==> config.mk <==
export PLATFORM = sky130hd
export DESIGN_NAME = cpu_dmem_wb_flat
export DESIGN_NICKNAME = d
export VERILOG_FILES = /design/src/rtl/cpu_dmem_wb_if.sv /design/src/rtl/cpu_dmem_wb.sv /design/src/flat_wrapper.sv
export SDC_FILE = /design/constraint.sdc
export NUM_CORES = 1
export LEC_CHECK = 0
export CAP_MARGIN = 30
export CORE_AREA = 2 2 117 119
export DETAILED_ROUTE_END_ITERATION = 8
export DIE_AREA = 0 0 119 121
export HOLD_SLACK_MARGIN = 0.15
export PLACE_DENSITY = 0.72
export SLEW_MARGIN = 20
export SYNTH_ARGS = -nofsm -noshare
export SYNTH_HDL_FRONTEND = slang
export SYNTH_SLANG_ARGS = --single-unit
==> constraint.sdc <==
create_clock -name clk_i -period 1.95 [get_ports clk_i]
set_input_delay 0.39 -clock clk_i [delete_from_list [all_inputs] [get_ports clk_i]]
set_output_delay 0.39 -clock clk_i [all_outputs]
set_load 0.01 [all_outputs]
==> src/rtl/cpu_dmem_wb_if.sv <==
// Request/response and Wishbone D-bus signals for the Moxie data-memory port.
// The slave modport is the controller's view; master is the requester plus bus slave side.
interface cpu_dmem_wb_if;
  logic        req_valid_i;
  logic        req_ready_o;
  logic        req_we_i;
  logic [1:0]  req_size_i;
  logic [31:0] req_addr_i;
  logic [31:0] req_data_i;
  logic        rsp_valid_o;
  logic [31:0] rsp_data_o;
  logic        rsp_err_o;
  logic        stall_o;
  logic [31:0] wb_D_adr_o;
  logic [31:0] wb_D_dat_o;
  logic [3:0]  wb_D_sel_o;
  logic        wb_D_we_o;
  logic        wb_D_cyc_o;
  logic        wb_D_stb_o;
  logic [31:0] wb_D_dat_i;
  logic        wb_D_ack_i;

  modport slave (
    input  req_valid_i, req_we_i, req_size_i, req_addr_i, req_data_i,
    output req_ready_o, rsp_valid_o, rsp_data_o, rsp_err_o, stall_o,
    output wb_D_adr_o, wb_D_dat_o, wb_D_sel_o, wb_D_we_o, wb_D_cyc_o, wb_D_stb_o,
    input  wb_D_dat_i, wb_D_ack_i
  );

  modport master (
    output req_valid_i, req_we_i, req_size_i, req_addr_i, req_data_i,
    input  req_ready_o, rsp_valid_o, rsp_data_o, rsp_err_o, stall_o,
    input  wb_D_adr_o, wb_D_dat_o, wb_D_sel_o, wb_D_we_o, wb_D_cyc_o, wb_D_stb_o,
    output wb_D_dat_i, wb_D_ack_i
  );
endinterface

==> src/rtl/cpu_dmem_wb.sv <==
// Moxie data-memory port: one load/store at a time as a single classic Wishbone
// cycle, with big-endian byte-lane steering, misalignment detection and ack timeout.
module cpu_dmem_wb #(
  parameter int unsigned TIMEOUT = 255
) (
  input logic          clk_i,
  input logic          rst_i,
  cpu_dmem_wb_if.slave bus
);

  localparam logic [1:0] S_IDLE = 2'd0;
  localparam logic [1:0] S_BUS  = 2'd1;
  localparam logic [1:0] S_RESP = 2'd2;

  localparam logic [7:0] TMO_LAST = 8'(TIMEOUT - 1);

  logic [1:0]  state;
  logic [7:0]  tmo_cnt;
  logic [1:0]  size_q;
  logic [1:0]  off_q;
  logic        we_q;
  logic        cyc_q;
  logic [3:0]  sel_q;
  logic [31:0] adr_q;
  logic [31:0] dat_q;
  logic [31:0] rsp_data_q;
  logic        rsp_err_q;

  logic        misaligned;
  logic [3:0]  sel_n;
  logic [31:0] dat_n;
  logic [31:0] ld_data;

  // Store steering: lane n carries address offset n, lane 0 being bits [31:24].
  always_comb begin
    misaligned = 1'b0;
    sel_n      = '0;
    dat_n      = '0;
    case (bus.req_size_i)
      2'b00: begin
        sel_n = 4'b1000 >> bus.req_addr_i[1:0];
        case (bus.req_addr_i[1:0])
          2'd0:    dat_n = {bus.req_data_i[7:0], 24'h0};
          2'd1:    dat_n = {8'h0, bus.req_data_i[7:0], 16'h0};
          2'd2:    dat_n = {16'h0, bus.req_data_i[7:0], 8'h0};
          default: dat_n = {24'h0, bus.req_data_i[7:0]};
        endcase
      end
      2'b01: begin
        misaligned = bus.req_addr_i[0];
        if (bus.req_addr_i[1]) begin
          sel_n = 4'b0011;
          dat_n = {16'h0, bus.req_data_i[15:0]};
        end else begin
          sel_n = 4'b1100;
          dat_n = {bus.req_data_i[15:0], 16'h0};
        end
      end
      2'b10: begin
        misaligned = |bus.req_addr_i[1:0];
        sel_n      = 4'b1111;
        dat_n      = bus.req_data_i;
      end
      default: misaligned = 1'b1;
    endcase
  end

  always_comb begin
    ld_data = '0;
    case (size_q)
      2'b00: begin
        case (off_q)
          2'd0:    ld_data = {24'h0, bus.wb_D_dat_i[31:24]};
          2'd1:    ld_data = {24'h0, bus.wb_D_dat_i[23:16]};
          2'd2:    ld_data = {24'h0, bus.wb_D_dat_i[15:8]};
          default: ld_data = {24'h0, bus.wb_D_dat_i[7:0]};
        endcase
      end
      2'b01:   ld_data = off_q[1] ? {16'h0, bus.wb_D_dat_i[15:0]}
                                  : {16'h0, bus.wb_D_dat_i[31:16]};
      default: ld_data = bus.wb_D_dat_i;
    endcase
  end

  always_ff @(posedge clk_i) begin
    if (rst_i) begin
      state      <= S_IDLE;
      tmo_cnt    <= '0;
      size_q     <= '0;
      off_q      <= '0;
      we_q       <= 1'b0;
      cyc_q      <= 1'b0;
      sel_q      <= '0;
      adr_q      <= '0;
      dat_q      <= '0;
      rsp_data_q <= '0;
      rsp_err_q  <= 1'b0;
    end else begin
      case (state)
        S_IDLE: begin
          if (bus.req_valid_i) begin
            if (misaligned) begin
              state      <= S_RESP;
              rsp_err_q  <= 1'b1;
              rsp_data_q <= '0;
            end else begin
              state   <= S_BUS;
              adr_q   <= {bus.req_addr_i[31:2], 2'b00};
              dat_q   <= dat_n;
              sel_q   <= sel_n;
              we_q    <= bus.req_we_i;
              size_q  <= bus.req_size_i;
              off_q   <= bus.req_addr_i[1:0];
              cyc_q   <= 1'b1;
              tmo_cnt <= '0;
            end
          end
        end
        S_BUS: begin
          // Ack is checked first so an ack on the final timeout cycle still completes normally.
          if (bus.wb_D_ack_i) begin
            state      <= S_RESP;
            cyc_q      <= 1'b0;
            rsp_err_q  <= 1'b0;
            rsp_data_q <= we_q ? '0 : ld_data;
          end else if (tmo_cnt == TMO_LAST) begin
            state      <= S_RESP;
            cyc_q      <= 1'b0;
            rsp_err_q  <= 1'b1;
            rsp_data_q <= '0;
          end else begin
            tmo_cnt <= tmo_cnt + 8'd1;
          end
        end
        S_RESP: begin
          state      <= S_IDLE;
          rsp_err_q  <= 1'b0;
          rsp_data_q <= '0;
        end
        default: state <= S_IDLE;
      endcase
    end
  end

  assign bus.req_ready_o = (state == S_IDLE);
  assign bus.rsp_valid_o = (state == S_RESP);
  assign bus.stall_o     = (state == S_BUS) || (state == S_RESP);
  assign bus.rsp_data_o  = rsp_data_q;
  assign bus.rsp_err_o   = rsp_err_q;
  assign bus.wb_D_adr_o  = adr_q;
  assign bus.wb_D_dat_o  = dat_q;
  assign bus.wb_D_sel_o  = sel_q;
  assign bus.wb_D_we_o   = we_q;
  assign bus.wb_D_cyc_o  = cyc_q;
  assign bus.wb_D_stb_o  = cyc_q;

endmodule

==> src/flat_wrapper.sv <==
// flat-port wrapper written by rule: the top's interface ports become plain ports
module cpu_dmem_wb_flat 
#(
  parameter int unsigned TIMEOUT = 255
)
  (clk_i, rst_i, bus_req_valid_i, bus_req_we_i, bus_req_size_i, bus_req_addr_i, bus_req_data_i, bus_req_ready_o, bus_rsp_valid_o, bus_rsp_data_o, bus_rsp_err_o, bus_stall_o, bus_wb_D_adr_o, bus_wb_D_dat_o, bus_wb_D_sel_o, bus_wb_D_we_o, bus_wb_D_cyc_o, bus_wb_D_stb_o, bus_wb_D_dat_i, bus_wb_D_ack_i);
  cpu_dmem_wb_if bus_i ();
  input logic clk_i;
  input logic rst_i;
  input wire logic [$bits(bus_i.req_valid_i)-1:0] bus_req_valid_i;
  input wire logic [$bits(bus_i.req_we_i)-1:0] bus_req_we_i;
  input wire logic [$bits(bus_i.req_size_i)-1:0] bus_req_size_i;
  input wire logic [$bits(bus_i.req_addr_i)-1:0] bus_req_addr_i;
  input wire logic [$bits(bus_i.req_data_i)-1:0] bus_req_data_i;
  output wire logic [$bits(bus_i.req_ready_o)-1:0] bus_req_ready_o;
  output wire logic [$bits(bus_i.rsp_valid_o)-1:0] bus_rsp_valid_o;
  output wire logic [$bits(bus_i.rsp_data_o)-1:0] bus_rsp_data_o;
  output wire logic [$bits(bus_i.rsp_err_o)-1:0] bus_rsp_err_o;
  output wire logic [$bits(bus_i.stall_o)-1:0] bus_stall_o;
  output wire logic [$bits(bus_i.wb_D_adr_o)-1:0] bus_wb_D_adr_o;
  output wire logic [$bits(bus_i.wb_D_dat_o)-1:0] bus_wb_D_dat_o;
  output wire logic [$bits(bus_i.wb_D_sel_o)-1:0] bus_wb_D_sel_o;
  output wire logic [$bits(bus_i.wb_D_we_o)-1:0] bus_wb_D_we_o;
  output wire logic [$bits(bus_i.wb_D_cyc_o)-1:0] bus_wb_D_cyc_o;
  output wire logic [$bits(bus_i.wb_D_stb_o)-1:0] bus_wb_D_stb_o;
  input wire logic [$bits(bus_i.wb_D_dat_i)-1:0] bus_wb_D_dat_i;
  input wire logic [$bits(bus_i.wb_D_ack_i)-1:0] bus_wb_D_ack_i;
  assign bus_i.req_valid_i = bus_req_valid_i;
  assign bus_i.req_we_i = bus_req_we_i;
  assign bus_i.req_size_i = bus_req_size_i;
  assign bus_i.req_addr_i = bus_req_addr_i;
  assign bus_i.req_data_i = bus_req_data_i;
  assign bus_req_ready_o = bus_i.req_ready_o;
  assign bus_rsp_valid_o = bus_i.rsp_valid_o;
  assign bus_rsp_data_o = bus_i.rsp_data_o;
  assign bus_rsp_err_o = bus_i.rsp_err_o;
  assign bus_stall_o = bus_i.stall_o;
  assign bus_wb_D_adr_o = bus_i.wb_D_adr_o;
  assign bus_wb_D_dat_o = bus_i.wb_D_dat_o;
  assign bus_wb_D_sel_o = bus_i.wb_D_sel_o;
  assign bus_wb_D_we_o = bus_i.wb_D_we_o;
  assign bus_wb_D_cyc_o = bus_i.wb_D_cyc_o;
  assign bus_wb_D_stb_o = bus_i.wb_D_stb_o;
  assign bus_i.wb_D_dat_i = bus_wb_D_dat_i;
  assign bus_i.wb_D_ack_i = bus_wb_D_ack_i;
  cpu_dmem_wb #(.TIMEOUT(TIMEOUT)) u_core (.clk_i(clk_i), .rst_i(rst_i), .bus(bus_i));
endmodule
; ---- Word-level counts from Yosys, hierarchy flattened
; Index checks and enable logic that the tools add are counted.
; W data, S select, Z words.
[totals]
regBits = 115
elab_cells = 79
latchBits = 0
input_bits = 103
ramBits = 0
mem_bits_ro = 0
output_inout_bits = 107
mem_count = 0
[op_classes]
div_mod_pow = 0
reduce_logical = 14
bitwise_logic = 1
mux = 35
shifts = 1
mul = 0
add_sub_neg = 1
eq_ne = 16
order_cmp = 0
[ops]
columns = op, count
row1 = $pmux W32 S3, 3
row2 = $mux W32, 6
row3 = $pmux W32 S2, 1
row4 = $mux W8, 4
row5 = $pmux W8 S3, 1
row6 = $mux W16, 1
row7 = $pmux W8 S2, 1
row8 = $pmux W4 S3, 1
row9 = $eq A2 B1 Y1 const B, 5
row10 = $logic_not A2 Y1, 5
row11 = $add A8 B1 Y8 const B, 1
row12 = $eq A2 B2 Y1 const B, 4
row13 = $eq A8 B8 Y1 const B, 1
row14 = $mux W1, 8
row15 = $mux W2, 4
row16 = $ne A2 B2 Y1 const B, 4
row17 = $reduce_and A4 Y1, 2
row18 = $pmux W1 S3, 2
row19 = $reduce_and A5 Y1, 1
row20 = $mux W4, 1
row21 = $pmux W2 S2, 1
row22 = $shr A4 B2 Y4 const A, 1
row23 = $ne A3 B2 Y1 const B, 1
row24 = $reduce_and A3 Y1, 1
row25 = other kinds (8), 8

; ---- Longest topological paths before layout
; Gate-level depths: netlist of the first run.
[logic_depth]
word_depth = 6
mapped_depth = 9
mapped_depth_nobuf = 7

; ---- Worst setup path after synthesis of the first run
; OpenSTA, ideal clock, no wires.
[synth_path]
path_kind = in2reg
from = input port bus_req_size_i[0]
to = register u_core.tmo_cnt[5]
path_buffers = 2
required_ns = 1.880
stages = 7
arrival_time_ns = 1.858
setup_time_ns = 0.070
slack_ns = 0.022
cell_sequence = buf_2 or3_4 a21o_1 buf_6 a21o_1 or3_1 a21oi_1
[synth_between]
elab_chain_cells = 4
elab_cells_between_ends = 6
cone_classes = eq/ne: 3 / mux: 1 / reduce/logical: 2
[synth_rtl]
columns = item, line_no
row1 = from (decl), flat_wrapper.sv:12  ; input wire logic [$bits(bus_i.req_size_i)-1:0] bus_req_size_i;
row2 = "$eq A2 B2 Y1, or another cell as far along", cpu_dmem_wb.sv:39  ; case (bus.req_size_i)
row3 = $pmux W1 S3 *, cpu_dmem_wb.sv:39
row4 = $ne A2 B2 Y1 (no source line) *, --
row5 = $reduce_and A5 Y1 (no source line) *, --
row6 = to (signal assigned), cpu_dmem_wb.sv:132  ; tmo_cnt <= tmo_cnt + 8'd1;
row7 = to (decl), cpu_dmem_wb.sv:18  ; logic [7:0] tmo_cnt;
; Every way passes the cells marked *; elsewhere a longest branch is shown, timed or not.
; A chain may end at the register's enable or synchronous reset.

; ---- Worst setup path after layout of the first run
[layout_path]
from = register u_core.state[0]
to = output port bus_stall_o
[layout_between]
elab_chain_cells = 2
elab_cells_between_ends = 3
cone_classes = eq/ne: 2 / reduce/logical: 1
[layout_rtl]
columns = item, line_no
row1 = from (decl), cpu_dmem_wb.sv:17  ; logic [1:0] state;
row2 = from (signal assigned), cpu_dmem_wb.sv:87  ; state <= S_IDLE;
row3 = from (signal assigned), cpu_dmem_wb.sv:103  ; state <= S_RESP;
row4 = from (signal assigned), cpu_dmem_wb.sv:107  ; state <= S_BUS;
row5 = $eq A2 B1 Y1 / $eq A2 B2 Y1 (equally long branches), cpu_dmem_wb.sv:147  ; assign bus.stall_o = (state == S_BUS) || (state == S_RESP);
row6 = $logic_or A1 B1 Y1 *, cpu_dmem_wb.sv:147
row7 = to (decl), flat_wrapper.sv:19  ; output wire logic [$bits(bus_i.stall_o)-1:0] bus_stall_o;
; Marked as above.

==> results.yml, run 1 <==
status:
  status: "complete, no violations"
setup_path:
  critPathSlowestCell: "dfxtp_2"
  reg2reg_depth: 8
  crit_chain: "inv_1 > ha_4 > buf_4 > dlygate4sd2_1"
  r2r-start: "u_core.state[1]"
  regToRegSetupSlack_ns: 0.07
  worst_setup_path_end_kind: "output port"
  worstPathRequired_ns: 1.56
  critPathMaxStageDelay_ns: 0.37
  cp_data_arrival_time_ns: 1.50
  path_max_fanout: 3
  start_kind: "flip-flop"
  crit_type: "flip-flop to output port"
  rr_endpoint: "u_core.bus.rsp_data_o[11]"
sta:
  fin_skew_ns: 0.00770
  fin_ws_ns: 0.0566
  worst_pin_slew_ns: 0.790
  period_share_pct: 97.1
  max_freq_ghz: 0.528
  finalHoldViolCount: 0
  slew_viol_final: 0
  min_period_ns: 1.89
  slew-limit-headroom_pct: 47.2
  setup_viol: 0
routing:
  drc: 0
  wl_per_cell_um: 17.0
  met3_length_mm: 1.06
  drt-vias-per-instance: 5.27
  drt-initial-drc-count: 374
  postRouteAntennaNets: 0
  drt_pre_antenna_iters: 5
  met2_length_mm: 8.36
  routed.top_layer: "met4"
  drt-met1-wl_mm: 7.20
  wirelength_mm: 17.2
  via_count: 5328
yosys:
  synth-async-reset-ratio_pct: 0
  synth.cells.most_frequent: "115 x dfxtp_1, 101 x nand2_1, 62 x nor2_1"
  yosys.area.top_type: "dfxtp_1"
  yosys_register_bits: 115
  synth_area_leaders: "dfxtp_1 47%, nand2_1 7.7%, a21oi_1 6.1%"
  synth_edf_count: 0
  netlist_area_um2: 4920
  yosysSeqAreaShare_pct: 46.8
  synth.most_common_cell: "dfxtp_1"
  yosysWarnings: 0
  avgSynthCellArea_um2: 8.33
  synth-main-ff-cell: "dfxtp_1"
  synth_top_area_share_pct: 46.8
  synth_cells: 591
  synth.distinct_cells: 45
floorplanning:
  start_util_pct: 37.6
  core_um2: 13100
  dieWidth_um: 119
  rows: 42
  die_area_um2: 14400
  io_pins: 210
  die_h_um: 121
worst_hold_path:
  whs_path_depth: 2
  hold_end: "u_core.bus.rsp_err_o"
  hp-start: "rst_i"
  holdCritPathClass: "input port to flip-flop"
clocking:
  path_clk_slew_ns: 0.05
  cts-root-buf: "clkbuf_16"
  hold_buffers: 0
  clk_path_buf_depth: 2
  cts_num_sinks: 115
  htreeDepth: 4
  clkLatencyLatePin_ns: 0.41
  cts_tree: "yes"
  cts_buffers: 17
flow_run:
  maxCapViolCount: 0
global_routing:
  grt_pass1_wl_mm: 26.6
  grt_max_degree: 49
  antenna_found_initial: 0
  grt_pass1_vias: 5207
  overflow: 0
  grtUsageTotal_pct: 23.3
place:
  io_buffers: 207
  dp_hpwl_mm: 12.3
  gp_congestion: 0.895
  dp_cells: 973
  pre_cts_slack_ns: -0.486
layout:
  multi_input_area_um2: 2530
  final_util_pct: 62.9
  nets: 930
  syn_to_final_growth_pct: 67.2
  fillers: 1054
  regArea_um2: 2300
  antenna_cells: 0
  fin_cells: 1011
  drive_gt1_share_pct: 13.4
power_and_ir_drop:
  p_leak_uw: 0.00301
  finalPower_uw: 6910
  ir_drop_mv: 0.570
  powerDensity_nw_per_um2: 840
per-layer routing:
layer	up-vias	global-route usage (%)
li1	2563	-
met1	2519	27.9
met2	202	38.2
met3	44	7.05
met4	0	11.2
met5	-	0
cell families (layout without fill, tap and decap cells):
family,after synthesis,after routing,synth area share [%]
adders and majority gates,5,5,1.27
other,1,2,0.0762
and+or+nand+nor,254,254,23.3
AOI/OAI and AO/OA,134,134,18.2
xor gates and xnor gates,5,5,0.889
DFF,115,115,46.8
buffers and inverters,55,298,5.03
muxes,22,22,4.47
flip-flops by register name, indices dropped and copies added (netlist names):
| name | flops |
|---|---|
| u_core.bus.rsp_data_o | 32 |
| u_core.size_q | 2 |
| u_core.state | 2 |
| u_core.bus.wb_D_adr_o | 30 |
| u_core.bus.wb_D_we_o | 1 |
| u_core.off_q | 2 |
| u_core.bus.wb_D_dat_o | 32 |
| u_core.bus.wb_D_sel_o | 4 |
| u_core.bus.rsp_err_o | 1 |
| u_core.bus.wb_D_cyc_o | 1 |
| u_core.tmo_cnt | 8 |
what timing repair did:
item / in CTS / in global routing
gates resized for setup: 12 / 23
setup endpoints to repair: 32 / 79
buffers inserted: 2 / 2
cloned: 0 / 2
where the power goes:
| group | total, uW | switching (uW) | internal, uW |
|---|---|---|---|
| logic | 1490 | 715 | 775 |
| registers | 2570 | 77.8 | 2490 |
| clock network | 2850 | 1030 | 1820 |
| total | 6910 | 1830 | 5090 |
cells in the final DEF, fill, tap and decap left out, types with 7 or more instances in the layout:
cell type,n
nor3_1,30
nand2_1,101
a221oi_1,11
buf_4,41
a21oi_1,59
mux2i_1,22
clkdlybuf4s50_1,202
a22oi_1,9
a222oi_1,8
nand3_1,26
nor2_1,61
dfxtp_1,114
clkbuf_16,19
buf_12,7
a211oi_1,14
nand3b_1,10
stage by stage:
step / setup TNS [ns] / area, um^2 / hold slack (ns)
final: 0 / 8230 / 0.354
after global routing: -0.0251 / 8230 / 0.360
after CTS: 0 / 8060 / 0.338
after detailed placement: -31.99 / 7460 / 0.446
after global placement: -34.64 / 7440 / 0.439
after floorplan: 0 / 4930 / 0.457
cell type report:
cell class	instances	area share [%]
Clock buffer	28	6.40
Clock inverter	4	0.243
Inverter	6	0.274
Multi-Input combinational cell	422	30.7
Sequential cell	115	28.0
Tap cell	176	2.68
Timing Repair Buffer	260	31.7
worst max-delay path: cells and delay by family, from the launching register on:
family | cells | cell delay, ns
flops | 1 | 0.37
fa+ha+maj | 1 | 0.24
buf+inv | 3 | 0.49
worst max-delay path by stage:
stage / endpoint / start / cells past startpoint
5_1_grt: u_core.bus.rsp_data_o[11] / u_core.state[1] / 8
4_1_cts: u_core.bus.wb_D_dat_o[22] / bus_req_size_i[0] / 6
2_1_floorplan: u_core.tmo_cnt[5] / bus_req_size_i[0] / 7
3_5_place_dp: u_core.bus.wb_D_dat_o[18] / bus_req_size_i[0] / 6
3_3_place_gp: u_core.bus.rsp_data_o[27] / bus_req_size_i[0] / 6
6_report: bus_stall_o / u_core.state[0] / 4
(Power assumes the default switching activity.)
==> run 2: changes to the inputs <==
--- a/config.mk
+++ b/config.mk
@@ -7,9 +7,10 @@
 export LEC_CHECK = 0
 export CAP_MARGIN = 30
 export CORE_AREA = 2 2 117 119
+export CTS_CLUSTER_DIAMETER = 50
 export DETAILED_ROUTE_END_ITERATION = 8
 export DIE_AREA = 0 0 119 121
-export HOLD_SLACK_MARGIN = 0.15
+export HOLD_SLACK_MARGIN = 0.06
 export PLACE_DENSITY = 0.72
 export SLEW_MARGIN = 20
 export SYNTH_ARGS = -nofsm -noshare
==> results of run 2 <==
The final DEF is identical to that of run 1; final timing and power are the same.
==> run 3: changes to the inputs <==
--- a/config.mk
+++ b/config.mk
@@ -5,13 +5,13 @@
 export SDC_FILE = /design/constraint.sdc
 export NUM_CORES = 1
 export LEC_CHECK = 0
-export CAP_MARGIN = 30
+export CAP_MARGIN = 20
 export CORE_AREA = 2 2 117 119
 export CTS_CLUSTER_DIAMETER = 50
 export DETAILED_ROUTE_END_ITERATION = 8
 export DIE_AREA = 0 0 119 121
 export HOLD_SLACK_MARGIN = 0.06
-export PLACE_DENSITY = 0.72
+export PLACE_DENSITY = 0.79
 export SLEW_MARGIN = 20
 export SYNTH_ARGS = -nofsm -noshare
 export SYNTH_HDL_FRONTEND = slang
==> run 3 against run 2 <==
Against the previous run:
- power up 6.2%
- critical path depth grew 4
- highest routed layer unchanged
- sequential power barely moved
- critical endpoint is now u_core.bus.rsp_data_o[8]
- sequential share of layout area fell by 0.39 points
- final cell count is 1.6% higher
- final area grew 1.5%
- core utilization increased by 0.93 points
- critical path type is now flip-flop to flip-flop
- flip-flop and latch count is the same
- clock power grew 14%
==> results.yml, run 3 (synthesis gave the netlist of run 1 again) <==
floorplanning:
  start_util_pct: 37.6
  dieWidth_um: 119
  die_h_um: 121
  die_area_um2: 14400
  rows: 42
  io_pins: 210
  core_um2: 13100
setup_path:
  worst_setup_path_end_kind: "flip-flop"
  rr_endpoint: "u_core.bus.rsp_data_o[8]"
  start_kind: "flip-flop"
  cp_data_arrival_time_ns: 2.17
  critPathMaxStageDelay_ns: 0.38
  regToRegSetupSlack_ns: 0.06
  path_max_fanout: 33
  critPathSlowestCell: "or3_4"
  r2r-start: "u_core.state[0]"
  worstPathRequired_ns: 2.23
  reg2reg_depth: 8
  crit_type: "flip-flop to flip-flop"
  crit_chain: "inv_2 > ha_4 > nor2b_1 > a31oi_1 > or3_4 > buf_12 > a211oi_1 > nor3_1"
clocking:
  htreeDepth: 4
  path_clk_slew_ns: 0.05
  cts-root-buf: "clkbuf_16"
  hold_buffers: 0
  clkLatencyLatePin_ns: 0.41
  cts_tree: "yes"
  cts_buffers: 17
  clk_path_buf_depth: 2
  cts_num_sinks: 115
worst_hold_path:
  hp-start: "rst_i"
  whs_path_depth: 2
  hold_end: "u_core.state[0]"
  holdCritPathClass: "input port to flip-flop"
sta:
  setup_viol: 0
  slew_viol_final: 0
  period_share_pct: 97.0
  worst_pin_slew_ns: 0.779
  hold_ws_ns: 0.357
  finalHoldViolCount: 0
  max_freq_ghz: 0.529
  slew-limit-headroom_pct: 47.9
  fin_skew_ns: 0.00732
  min_period_ns: 1.89
power_and_ir_drop:
  p_leak_uw: 0.00310
  ir_drop_mv: 0.654
  powerDensity_nw_per_um2: 879
routing:
  wl_per_cell_um: 16.3
  drc: 0
  postRouteAntennaNets: 0
  via_count: 5337
  wirelength_mm: 16.7
  drt-vias-per-instance: 5.20
  drt-initial-drc-count: 499
  drt_pre_antenna_iters: 6
place:
  dp_hpwl_mm: 11.8
  gp_congestion: 0.954
  io_buffers: 207
global_routing:
  grt_pass1_wl_mm: 26.0
  grtUsageTotal_pct: 23.0
  antenna_found_initial: 0
  overflow: 0
  grt_pass1_vias: 5016
  grt_max_degree: 48
layout:
  final_common_cell: "clkdlybuf4s50_1"
  regArea_um2: 2300
  layout_common_cells: "200 x clkdlybuf4s50_1, 113 x dfxtp_1, 100 x nand2_1, 62 x nor2_1, 60 x a21oi_1"
  fillers: 1052
  nets: 946
  syn_to_final_growth_pct: 69.6
  final_util_pct: 63.8
  drive_gt1_share_pct: 14.3
  multi_input_area_um2: 2470
  antenna_cells: 0
flow_run:
  maxCapViolCount: 0
status:
  status: "complete, no violations"
-- run 3: worst max path at each step --
stage | start | endpoint | slack [ns] | cells after the start
floorplan | bus_req_size_i[0] | u_core.tmo_cnt[5] | 0.02 | 7
global placement | bus_req_addr_i[0] | u_core.bus.rsp_err_o | -0.57 | 6
detailed placement | bus_req_addr_i[1] | u_core.tmo_cnt[3] | -0.53 | 8
CTS | u_core.state[1] | u_core.tmo_cnt[1] | 0.005 | 9
global route | u_core.state[1] | u_core.bus.rsp_data_o[15] | -0.03 | 8
finish | u_core.state[0] | u_core.bus.rsp_data_o[8] | 0.06 | 8
-- run 3: routing by layer --
layer | up-vias | share of wire (%) | GRT usage, %
met3 | 40 | 8.0 | 7.28
met4 | 0 | 3.0 | 10.8
met2 | 223 | 47 | 36.2
met1 | 2485 | 42 | 28.8
met5 | - | 0 | 0
li1 | 2589 | - | -
-- run 3: cell type report --
type	count	share of cell area [%]
clock buffers	22	5.56
clock inverters	10	1.86
inverters	6	0.270
multi-input cells	422	29.6
flip-flops and latches	115	27.6
well taps	176	2.64
repair buffers	276	32.5
-- run 3: through the flow --
stage	std cells	worst slack, ns	area [um^2]	TNS, ns	power, uW
finish	1027	0.0586	8350	0	7340
CTS	1024	0.00542	8290	0	7350
detailed placement	988	-0.527	7570	-37.83	4040
global route	1027	-0.0329	8350	-0.0452	7620
floorplan	592	0.0221	4930	0	3240
global placement	987	-0.570	7560	-42.56	4010
-- run 3: critical path, delay by kind of cell, from the launching register on --
family	cells	cell delay [ns]
AO/OA/AOI/OAI	2	0.34
adder cells (fa/ha/maj)	1	0.25
buffers and inverters	2	0.23
flip-flops	1	0.35
AND/OR/NAND/NOR	3	0.58
-- run 3: where the power goes --
group	internal [uW]	leakage, uW	switching (uW)	total [uW]
clock network	2190	0.000300	1060	3250
logic	810	0.00187	705	1510
registers	2490	0.000936	81.2	2580
-- run 3: what timing repair did --
item / 4_1_cts / 5_1_grt
endpoints found under the hold margin: 0 / 0
cloned: 2 / 0
resized for setup: 19 / 7
setup endpoints to repair: 49 / 31
setup buffers: 2 / 3
pin swaps: 2 / 1
